File: src/rtl/shift_seq_if.sv
// ----------------------------------------------------------------------------
// shift_seq_if
// Bundles the command handshake and the shift-register control bus of
// shift_seq so the sequencer and whoever drives it share one connection.
//
// Signals (DATA_BITS is the index of the data MSB):
//   cmd_valid / cmd_ready      command handshake
//   cmd_load, cmd_dir,
//   cmd_amt[AMT_BITS-1:0],
//   cmd_fill, cmd_data[DATA_BITS:0]   command fields
//   abort                      synchronous cancel of the running command
//   S1, S0                     shift-register mode (00 hold, 01 right, 10 left, 11 load)
//   SR, SL                     serial-in bits for right / left shifts
//   D[DATA_BITS:0]             parallel load word
//   done                       one-cycle completion pulse
//   cmd_rot, q_lsb, q_msb      rotate request and register taps, present only
//                              when SHIFT_SEQ_ROTATE_EN is defined
//
// Modports: master = command source / shift-register side, slave = sequencer.
// ----------------------------------------------------------------------------
interface shift_seq_if #(
  parameter int DATA_BITS = 64,
  parameter int AMT_BITS  = 7
);
  logic                cmd_valid;
  logic                cmd_ready;
  logic                cmd_load;
  logic                cmd_dir;
  logic [AMT_BITS-1:0] cmd_amt;
  logic                cmd_fill;
  logic [DATA_BITS:0]  cmd_data;
  logic                abort;
  logic                S1;
  logic                S0;
  logic                SR;
  logic                SL;
  logic [DATA_BITS:0]  D;
  logic                done;
`ifdef SHIFT_SEQ_ROTATE_EN
  logic                cmd_rot;
  logic                q_lsb;
  logic                q_msb;
`endif

  modport master (
    output cmd_valid, cmd_load, cmd_dir, cmd_amt, cmd_fill, cmd_data, abort,
`ifdef SHIFT_SEQ_ROTATE_EN
    output cmd_rot, q_lsb, q_msb,
`endif
    input  cmd_ready, S1, S0, SR, SL, D, done
  );

  modport slave (
    input  cmd_valid, cmd_load, cmd_dir, cmd_amt, cmd_fill, cmd_data, abort,
`ifdef SHIFT_SEQ_ROTATE_EN
    input  cmd_rot, q_lsb, q_msb,
`endif
    output cmd_ready, S1, S0, SR, SL, D, done
  );
endinterface

File: src/rtl/shift_seq.sv
// ----------------------------------------------------------------------------
// shift_seq
// Sequencer that drives an external universal shift register. A command may
// parallel-load a word, then performs a number of single-bit shifts in one
// direction with a serial fill bit, then pulses done.
//
// Ports:
//   clk    single clock, all state changes on its rising edge
//   rst_n  asynchronous active-low reset
//   bus    shift_seq_if.slave: command handshake in, shift-register controls out
//
// Optional feature: define SHIFT_SEQ_ROTATE_EN to add cmd_rot/q_lsb/q_msb.
// With cmd_rot captured high, SR follows q_lsb and SL follows q_msb every
// active cycle so the register rotates instead of shifting in cmd_fill.
// Without the macro SR and SL always carry the captured fill bit.
// ----------------------------------------------------------------------------
module shift_seq #(
  parameter int DATA_BITS = 64,
  parameter int AMT_BITS  = 7
) (
  input logic        clk,
  input logic        rst_n,
  shift_seq_if.slave bus
);

  // Longest meaningful shift: every bit of the word replaced once.
  localparam int MaxAmt = DATA_BITS + 1;

  typedef enum logic [1:0] {
    IDLE,
    LOAD,
    SHIFT,
    DONE
  } state_t;

  state_t              r_state;
  logic [AMT_BITS-1:0] r_count;
  logic                r_dir;
  logic                r_fill;
  logic                r_ready;
  logic                r_s1;
  logic                r_s0;
  logic                r_sr;
  logic                r_sl;
  logic                r_done;
  logic [DATA_BITS:0]  r_d;
`ifdef SHIFT_SEQ_ROTATE_EN
  logic                r_rot;
`endif

  logic                w_accept;
  logic [AMT_BITS-1:0] w_amtSat;
  logic                w_srAccept;
  logic                w_slAccept;
  logic                w_srRun;
  logic                w_slRun;

  // Handshake and amount saturation. cmd_ready is only ever high in IDLE, so
  // it alone qualifies acceptance. Amounts beyond the word width are clipped
  // because extra shifts would only repeat the fill bit.
  assign w_accept = bus.cmd_valid && r_ready;
  assign w_amtSat = (int'(bus.cmd_amt) > MaxAmt) ? AMT_BITS'(MaxAmt) : bus.cmd_amt;

  // Serial-in selection. At acceptance the incoming command fields are used;
  // while the command runs the captured fields are used. In rotate mode both
  // serial inputs track the register taps live; the shift direction decides
  // which of the two the register actually consumes.
`ifdef SHIFT_SEQ_ROTATE_EN
  assign w_srAccept = bus.cmd_rot ? bus.q_lsb : bus.cmd_fill;
  assign w_slAccept = bus.cmd_rot ? bus.q_msb : bus.cmd_fill;
  assign w_srRun    = r_rot ? bus.q_lsb : r_fill;
  assign w_slRun    = r_rot ? bus.q_msb : r_fill;
`else
  assign w_srAccept = bus.cmd_fill;
  assign w_slAccept = bus.cmd_fill;
  assign w_srRun    = r_fill;
  assign w_slRun    = r_fill;
`endif

  // Main sequencer. Every output is a register written on the same edge that
  // enters the state it belongs to, so outputs line up with the state without
  // a cycle of lag. The down-counter is loaded with the saturated amount at
  // acceptance and carried through LOAD; SHIFT leaves when it reaches one.
  // abort is only examined in LOAD and SHIFT, ahead of the counter test.
  always_ff @(posedge clk or negedge rst_n) begin
    if (!rst_n) begin
      r_state <= IDLE;
      r_count <= '0;
      r_dir   <= 1'b0;
      r_fill  <= 1'b0;
      r_ready <= 1'b0;
      r_s1    <= 1'b0;
      r_s0    <= 1'b0;
      r_sr    <= 1'b0;
      r_sl    <= 1'b0;
      r_done  <= 1'b0;
      r_d     <= '0;
`ifdef SHIFT_SEQ_ROTATE_EN
      r_rot   <= 1'b0;
`endif
    end else begin
      r_done <= 1'b0;
      case (r_state)
        IDLE: begin
          r_ready <= 1'b1;
          if (w_accept) begin
            r_ready <= 1'b0;
            r_dir   <= bus.cmd_dir;
            r_fill  <= bus.cmd_fill;
            r_count <= w_amtSat;
            r_sr    <= w_srAccept;
            r_sl    <= w_slAccept;
`ifdef SHIFT_SEQ_ROTATE_EN
            r_rot   <= bus.cmd_rot;
`endif
            if (bus.cmd_load) begin
              r_state <= LOAD;
              r_s1    <= 1'b1;
              r_s0    <= 1'b1;
              r_d     <= bus.cmd_data;
            end else if (w_amtSat != '0) begin
              r_state <= SHIFT;
              r_s1    <= bus.cmd_dir;
              r_s0    <= ~bus.cmd_dir;
            end else begin
              r_state <= DONE;
              r_done  <= 1'b1;
              r_s1    <= 1'b0;
              r_s0    <= 1'b0;
            end
          end
        end

        LOAD: begin
          r_sr <= w_srRun;
          r_sl <= w_slRun;
          if (bus.abort) begin
            r_state <= IDLE;
            r_ready <= 1'b1;
            r_count <= '0;
            r_s1    <= 1'b0;
            r_s0    <= 1'b0;
          end else if (r_count != '0) begin
            r_state <= SHIFT;
            r_s1    <= r_dir;
            r_s0    <= ~r_dir;
          end else begin
            r_state <= DONE;
            r_done  <= 1'b1;
            r_s1    <= 1'b0;
            r_s0    <= 1'b0;
          end
        end

        SHIFT: begin
          r_sr <= w_srRun;
          r_sl <= w_slRun;
          if (bus.abort) begin
            r_state <= IDLE;
            r_ready <= 1'b1;
            r_count <= '0;
            r_s1    <= 1'b0;
            r_s0    <= 1'b0;
          end else if (r_count == AMT_BITS'(1)) begin
            r_state <= DONE;
            r_done  <= 1'b1;
            r_count <= '0;
            r_s1    <= 1'b0;
            r_s0    <= 1'b0;
          end else begin
            r_count <= r_count - AMT_BITS'(1);
          end
        end

        DONE: begin
          r_state <= IDLE;
          r_ready <= 1'b1;
          r_s1    <= 1'b0;
          r_s0    <= 1'b0;
        end

        default: begin
          r_state <= IDLE;
          r_ready <= 1'b0;
          r_s1    <= 1'b0;
          r_s0    <= 1'b0;
        end
      endcase
    end
  end

  assign bus.cmd_ready = r_ready;
  assign bus.S1        = r_s1;
  assign bus.S0        = r_s0;
  assign bus.SR        = r_sr;
  assign bus.SL        = r_sl;
  assign bus.D         = r_d;
  assign bus.done      = r_done;

endmodule

File: src/flat_wrapper.sv
// flat-port wrapper written by rule: the top's interface ports become plain ports
module shift_seq_flat 
#(
  parameter int DATA_BITS = 64,
  parameter int AMT_BITS  = 7
)
  (clk, rst_n, bus_cmd_valid, bus_cmd_load, bus_cmd_dir, bus_cmd_amt, bus_cmd_fill, bus_cmd_data, bus_abort, bus_cmd_ready, bus_S1, bus_S0, bus_SR, bus_SL, bus_D, bus_done);
  shift_seq_if #(.DATA_BITS(DATA_BITS), .AMT_BITS(AMT_BITS)) bus_i ();
  input logic clk;
  input logic rst_n;
  input wire logic [$bits(bus_i.cmd_valid)-1:0] bus_cmd_valid;
  input wire logic [$bits(bus_i.cmd_load)-1:0] bus_cmd_load;
  input wire logic [$bits(bus_i.cmd_dir)-1:0] bus_cmd_dir;
  input wire logic [$bits(bus_i.cmd_amt)-1:0] bus_cmd_amt;
  input wire logic [$bits(bus_i.cmd_fill)-1:0] bus_cmd_fill;
  input wire logic [$bits(bus_i.cmd_data)-1:0] bus_cmd_data;
  input wire logic [$bits(bus_i.abort)-1:0] bus_abort;
  output wire logic [$bits(bus_i.cmd_ready)-1:0] bus_cmd_ready;
  output wire logic [$bits(bus_i.S1)-1:0] bus_S1;
  output wire logic [$bits(bus_i.S0)-1:0] bus_S0;
  output wire logic [$bits(bus_i.SR)-1:0] bus_SR;
  output wire logic [$bits(bus_i.SL)-1:0] bus_SL;
  output wire logic [$bits(bus_i.D)-1:0] bus_D;
  output wire logic [$bits(bus_i.done)-1:0] bus_done;
  assign bus_i.cmd_valid = bus_cmd_valid;
  assign bus_i.cmd_load = bus_cmd_load;
  assign bus_i.cmd_dir = bus_cmd_dir;
  assign bus_i.cmd_amt = bus_cmd_amt;
  assign bus_i.cmd_fill = bus_cmd_fill;
  assign bus_i.cmd_data = bus_cmd_data;
  assign bus_i.abort = bus_abort;
  assign bus_cmd_ready = bus_i.cmd_ready;
  assign bus_S1 = bus_i.S1;
  assign bus_S0 = bus_i.S0;
  assign bus_SR = bus_i.SR;
  assign bus_SL = bus_i.SL;
  assign bus_D = bus_i.D;
  assign bus_done = bus_i.done;
  shift_seq #(.DATA_BITS(DATA_BITS), .AMT_BITS(AMT_BITS)) u_core (.clk(clk), .rst_n(rst_n), .bus(bus_i));
endmodule
File: config.mk
export PLATFORM = sky130hd
export DESIGN_NAME = shift_seq_flat
export DESIGN_NICKNAME = d
export VERILOG_FILES = /design/src/rtl/shift_seq_if.sv /design/src/rtl/shift_seq.sv /design/src/flat_wrapper.sv
export SDC_FILE = /design/constraint.sdc
export NUM_CORES = 1
export LEC_CHECK = 0
export CAP_MARGIN = 10
export CORE_MARGIN = 2
export CORE_UTILIZATION = 46
export DETAILED_ROUTE_END_ITERATION = 6
export PLACE_DENSITY = 0.93
export SLEW_MARGIN = 40
export SYNTH_ARGS = -nofsm -noshare
export SYNTH_HDL_FRONTEND = slang
export SYNTH_SLANG_ARGS = --single-unit
export TNS_END_PERCENT = 10
File: constraint.sdc
create_clock -name clk -period 5.1 [get_ports clk]
set_input_delay 1.02 -clock clk [delete_from_list [all_inputs] [get_ports clk]]
set_output_delay 1.02 -clock clk [all_outputs]
set_load 0.05 [all_outputs]
Word-level counts from Yosys, hierarchy flattened
Index checks and enable logic that the tools add are counted.

Word-level logic and storage cells: 75. Register bits: 81.

Equality and inequality tests: 8. Magnitude comparators: 1. Bitwise operators: 2. Add/subtract/negate cells: 1. Muxes and demuxes: 41. Reductions and logical operators: 12.

Operators by type and width (number): 7-bit two-way mux (5); 1-bit two-way mux (24); 7-bit one-hot mux with 3 select lines (1); 7-bit nonzero test (2); 2-bit two-way mux (5); 1-bit one-hot mux with 4 select lines (2); 2-bit one-hot mux with 4 select lines (1); 7-bit by 1-bit equality test with 1-bit output, second input constant (1); 7-bit > comparator, second input constant (1); 7-bit by 1-bit subtractor with 7-bit output, second input constant (1); 1-bit one-hot mux with 3 select lines (2); 2-bit AND reduction (3); 3-bit AND reduction (2); 2-bit equality test, second input constant (2); 2-bit by 1-bit != test with 1-bit output, second input constant (2); 3-bit by 2-bit != test with 1-bit output, second input constant (1); 3-bit nonzero test (1); 2-bit by 1-bit equality test with 1-bit output, second input constant (1); 2-bit zero test (1); 2-bit != test, second input constant (1); 1-bit inverter (2); 1-bit one-hot mux with 2 select lines (1); 2-bit nonzero test (1); 2-bit OR reduction (1); 1-bit logical AND (1).

Logic depth before layout (Yosys ltp)
Word-level depth: 7. Mapped depth: 7. Gate-level depth less buffers: 6.

Worst setup path after synthesis
Ideal clock, no wire load.

Kind: input-to-reg. From: in bus_cmd_amt[2]. To: reg u_core.r_done, in the netlist u_core.bus.done. Stages: 4. Data required time: 5023 ps. Data arrival time: 2049 ps. Buffers on the path: 0. Path slack: 2973 ps. Cells stage by stage: nor4_1 > nand2_1 > or3_1 > a21oi_1.

Word-level cells in the longest chain between the ends: 7.

RTL lines: from (decl) (RTL line flat_wrapper.sv:14) `input wire logic [$bits(bus_i.cmd_amt)-1:0] bus_cmd_amt;`; 7-bit > comparator (RTL line shift_seq.sv:62) `assign w_amtSat = (int'(bus.cmd_amt) > MaxAmt) ? AMT_BITS'(MaxAmt) : bus.cmd_amt;`; 7-bit two-way mux * (RTL line shift_seq.sv:62); 7-bit nonzero test * (RTL line shift_seq.sv:121) `end else if (w_amtSat != '0) begin`; 1-bit two-way mux * (RTL line shift_seq.sv:121); 1-bit two-way mux * (RTL line shift_seq.sv:116) `if (bus.cmd_load) begin`; 1-bit two-way mux * (RTL line shift_seq.sv:106) `if (w_accept) begin`; 1-bit one-hot mux with 3 select lines * (RTL line shift_seq.sv:103) `case (r_state)`; to (signal assigned) (RTL line shift_seq.sv:96) `r_done <= 1'b0;`; to (signal assigned) (RTL line shift_seq.sv:102) `r_done <= 1'b0;`; to (signal assigned) (RTL line shift_seq.sv:127) `r_done <= 1'b1;`; to (decl) (RTL line shift_seq.sv:45) `logic r_done;`.

Mark *: on every way between the ends. The rest lies on a longest branch, timed or not. A chain may end at the register's enable or synchronous reset.

Worst setup path in the final report
From: reg u_core.r_ready, in the netlist u_core.bus.cmd_ready. To: out bus_cmd_ready.

RTL lines: from (decl) (RTL line shift_seq.sv:40) `logic r_ready;`; from (signal assigned) (RTL line shift_seq.sv:91) `r_ready <= 1'b0;`; from (signal assigned) (RTL line shift_seq.sv:105) `r_ready <= 1'b1;`; from (signal assigned) (RTL line shift_seq.sv:107) `r_ready <= 1'b0;`; to (decl) (RTL line flat_wrapper.sv:18) `output wire logic [$bits(bus_i.cmd_ready)-1:0] bus_cmd_ready;`.

No word-level cell between the ends.

==> flow_summary.ini <==
[yosys]
synthCells = 259
synth_fp_nets = 345
yosysUniqueCellTypes = 39
ys_seq_area_share_pct = 57.9
syn_area_sq_um = 3500
synth_seq_cells = 81
synth_warnings = 0
avgSynthCellArea_sq_um = 13.5

[sta]
period_share_pct = 52.7
slew_headroom_pct = 52.0
rsz0062_at_grt = false
setup_viol = 0
worst_slew_pin_slew_ns = 0.720
slew_viol_final = 0
final-hold-violation-count = 0
final.setup.tns_ns = 0
skew_ns = 0.00936
fin_crit_ns = 2.69
clock.fmax_ghz = 0.372

[drt]
wire_per_inst_um = 16.2
initialDrtViolationCount = 108
via_per_inst = 5.20
wl_mm = 8.36
first_pass_iters = 4
antenna_left = 0
num_vias = 2680
route.detailed.drc = 0

[run]
max-cap-violations = 0

[critical_path]
worst_setup_path_start_kind = flip-flop
crit_family = buffers and inverters
worstPathArrival_ns = 1.67
crit_fanout = 6
max_stage_delay_ns = 0.85
timing.rr.start = u_core.r_state[0]$_DFFE_PN0P_
path_buf_inv = 1
cp.required_ns = 4.08
criticalPathCategory = reg2out
worstPathCellList = clkdlybuf4s50_1
crit_path_end_kind = output pin
critical_path.startpoint = u_core.bus.cmd_ready$_DFFE_PN0P_
cp_slowest_cell = clkdlybuf4s50_1

[clock_network]
clk_pin_slew_ns = 0.08
cts-buffers-inserted = 9
h-tree-depth = 3
ctsResizeCount = 0
postCtsSetupRepairBufs = 0
clk_latency_ns = 0.34
cts_tree = done
clock-sinks = 81
root_buffer = clkbuf_8
holdBufCountCts = 0
max-clock-path-buffers = 2

[pwr]
p_leak_nw = 2.22
clockPowerShare_pct = 11.4
ir_worst_vdd_mv = 0.379
swShare_pct = 47.8
p_switching_mw = 1.96
internal_power_mw = 2.13
seq_power_share_pct = 28.0
combPwrFrac_pct = 60.6
power.density_nw_per_um2 = 770

[placement]
dp.cells = 498
gp_congestion = 0.831
portBuffers = 149
place_hpwl_mm = 6.15

[floorplan]
dieArea_sq_um = 8330
dieHeight_um = 91.3
placement_rows = 31
pin_count = 150
core_sq_um = 7330
initial_core_util_pct = 47.8
die_w_um = 91.3

[hold_path]
min-delay-start = u_core.bus.D[59]$_DFFE_PN0P_
hp-class = reg2reg

[layout]
multi_input_area_sq_um = 1410
final_nets = 497
fill_cells = 504
fin_cells = 515
syn2layout_area_growth_pct = 51.5
regArea_sq_um = 2030
layout-drive-gt1-share_pct = 22.4
antenna_cells = 0

[grt]
groute.usage.overall_pct = 20.1
first_global_vias = 2723
antenna_found_initial = 0
grt_pass1_wl_mm = 13.2
grt_max_degree = 82
grt_overflow = 0

[run_status]
status = finished, final reports clean
[power by group through the flow]
stage | combinational, mW | clock, mW | sequential, mW
3_5_place_dp | 2.47 | 0 | 1.16
3_3_place_gp | 2.42 | 0 | 1.13
4_1_cts | 2.48 | 0.474 | 1.15
2_1_floorplan | 0.688 | 0 | 2.12
5_1_grt | 2.59 | 0.498 | 1.19
6_report | 2.48 | 0.464 | 1.14
[stage by stage]
step	util, %	setup slack (ns)	total power, mW	area (sq um)	hold slack, ns
floorplan	-	2.97	2.81	3500	0.479
global placement	69.2	2.18	3.55	5070	0.486
detailed placement	69.3	2.08	3.63	5080	0.492
CTS	71.9	2.40	4.10	5270	0.509
global route	72.4	2.38	4.27	5310	0.516
finish	72.4	2.41	4.09	5310	0.508
[cells in the mapped netlist]
cell | instances | area [sq um]
o21a_1 | 1 | 7.51
a311o_2 | 1 | 11.3
buf_2 | 6 | 30.0
nor2_1 | 13 | 48.8
o41ai_2 | 1 | 16.3
o41ai_1 | 1 | 8.76
nor3b_1 | 1 | 7.51
mux2i_1 | 2 | 20.0
and2_1 | 1 | 6.26
nand4_1 | 3 | 18.8
nor3_1 | 5 | 25.0
o221ai_1 | 1 | 8.76
a21oi_1 | 11 | 55.1
nand2_1 | 5 | 18.8
o211ai_1 | 1 | 7.51
buf_4 | 1 | 7.51
o22ai_1 | 1 | 6.26
nand2b_1 | 4 | 25.0
nor2b_1 | 2 | 12.5
o31ai_1 | 3 | 22.5
nand3_1 | 5 | 25.0
nor3_2 | 1 | 10.0
a31oi_1 | 3 | 18.8
inv_1 | 9 | 33.8
mux2_2 | 67 | 754
a211oi_1 | 1 | 7.51
nor4_4 | 1 | 21.3
a22o_1 | 4 | 35.0
dfrtp_1 | 81 | 2030
o21bai_1 | 1 | 7.51
a21boi_4 | 1 | 18.8
o21ai_0 | 6 | 30.0
a31oi_4 | 1 | 21.3
or2_4 | 1 | 8.76
clkbuf_1 | 3 | 11.3
or3_1 | 1 | 6.26
ha_1 | 7 | 87.6
nor4_1 | 1 | 6.26
a22oi_1 | 1 | 7.51
[sequential cells by signal, indices dropped and copies added, names as in the netlist]
name and count:
u_core.r_fill 1, u_core.r_count 7, u_core.bus.S0 1, u_core.bus.SR 1, u_core.bus.D 65, u_core.bus.S1 1, u_core.bus.cmd_ready 1, u_core.bus.done 1
u_core.r_state 2, u_core.r_dir 1
[final timing paths]
path / depth (start not counted) / slack [ns] / endpoint
min: 1 / 0.51 / u_core.bus.D[59]$_DFFE_PN0P_
max in group asynchronous: 1 / 3.89 / u_core.bus.D[15]$_DFFE_PN0P_
min in group asynchronous: 1 / 0.67 / u_core.bus.cmd_ready$_DFFE_PN0P_
max reg2reg: 6 / 3.05 / u_core.r_count[4]$_DFFE_PN0P_
max: 1 / 2.41 / bus_cmd_ready
min reg2reg: 1 / 0.51 / u_core.bus.D[59]$_DFFE_PN0P_
[cells by family (layout without fill, tap and decap cells)]
| kind of cell | after synthesis | count (layout) | synth area share (%) |
|---|---|---|---|
| flip-flops | 81 | 81 | 57.9 |
| multiplexers | 69 | 69 | 22.1 |
| AND/OR/NAND/NOR | 44 | 44 | 6.86 |
| AO/OA/AOI/OAI | 39 | 39 | 8.29 |
| buffers and inverters | 19 | 176 | 2.36 |
| adder cells (fa/ha/maj) | 7 | 7 | 2.50 |
[placed cells by master, fill, tap and decap left out, types with 2 or more instances in the layout]
cell type / netlist / routed
a21oi_1: 11 / 11
a22o_1: 4 / 4
a31oi_1: 3 / 3
clkbuf_8: 0 / 10
clkdlybuf4s50_1: 0 / 148
clkinv_2: 0 / 2
clkinvlp_4: 0 / 2
dfrtp_1: 81 / 81
ha_1: 7 / 7
inv_1: 9 / 9
mux2_2: 67 / 67
mux2i_1: 2 / 2
nand2_1: 5 / 5
nand2b_1: 4 / 4
nand3_1: 5 / 5
nand4_1: 3 / 3
nor2_1: 13 / 13
nor2b_1: 2 / 2
nor3_1: 5 / 5
o21ai_0: 6 / 6
o31ai_1: 3 / 3
[final cells by class]
class	instances	share of cell area, %
clock buffer	11	2.66
clock inverter	5	1.04
inverter	9	0.637
multi-input combinational	159	26.5
sequential	81	38.2
tap	99	2.33
timing repair buffer	151	28.6
[per-layer routing]
| metal | track usage (%) | routed length [um] | part of all wire (%) | vias to the layer above |
|---|---|---|---|---|
| met5 | 0 | 0 | 0 | - |
| li1 | - | - | - | 1238 |
| met2 | 34.5 | 4230 | 51 | 124 |
| met1 | 24.7 | 3410 | 41 | 1299 |
| met3 | 4.15 | 520 | 6.2 | 19 |
| met4 | 8.59 | 202 | 2.4 | 0 |
Power figures use the tool's default switching activity.
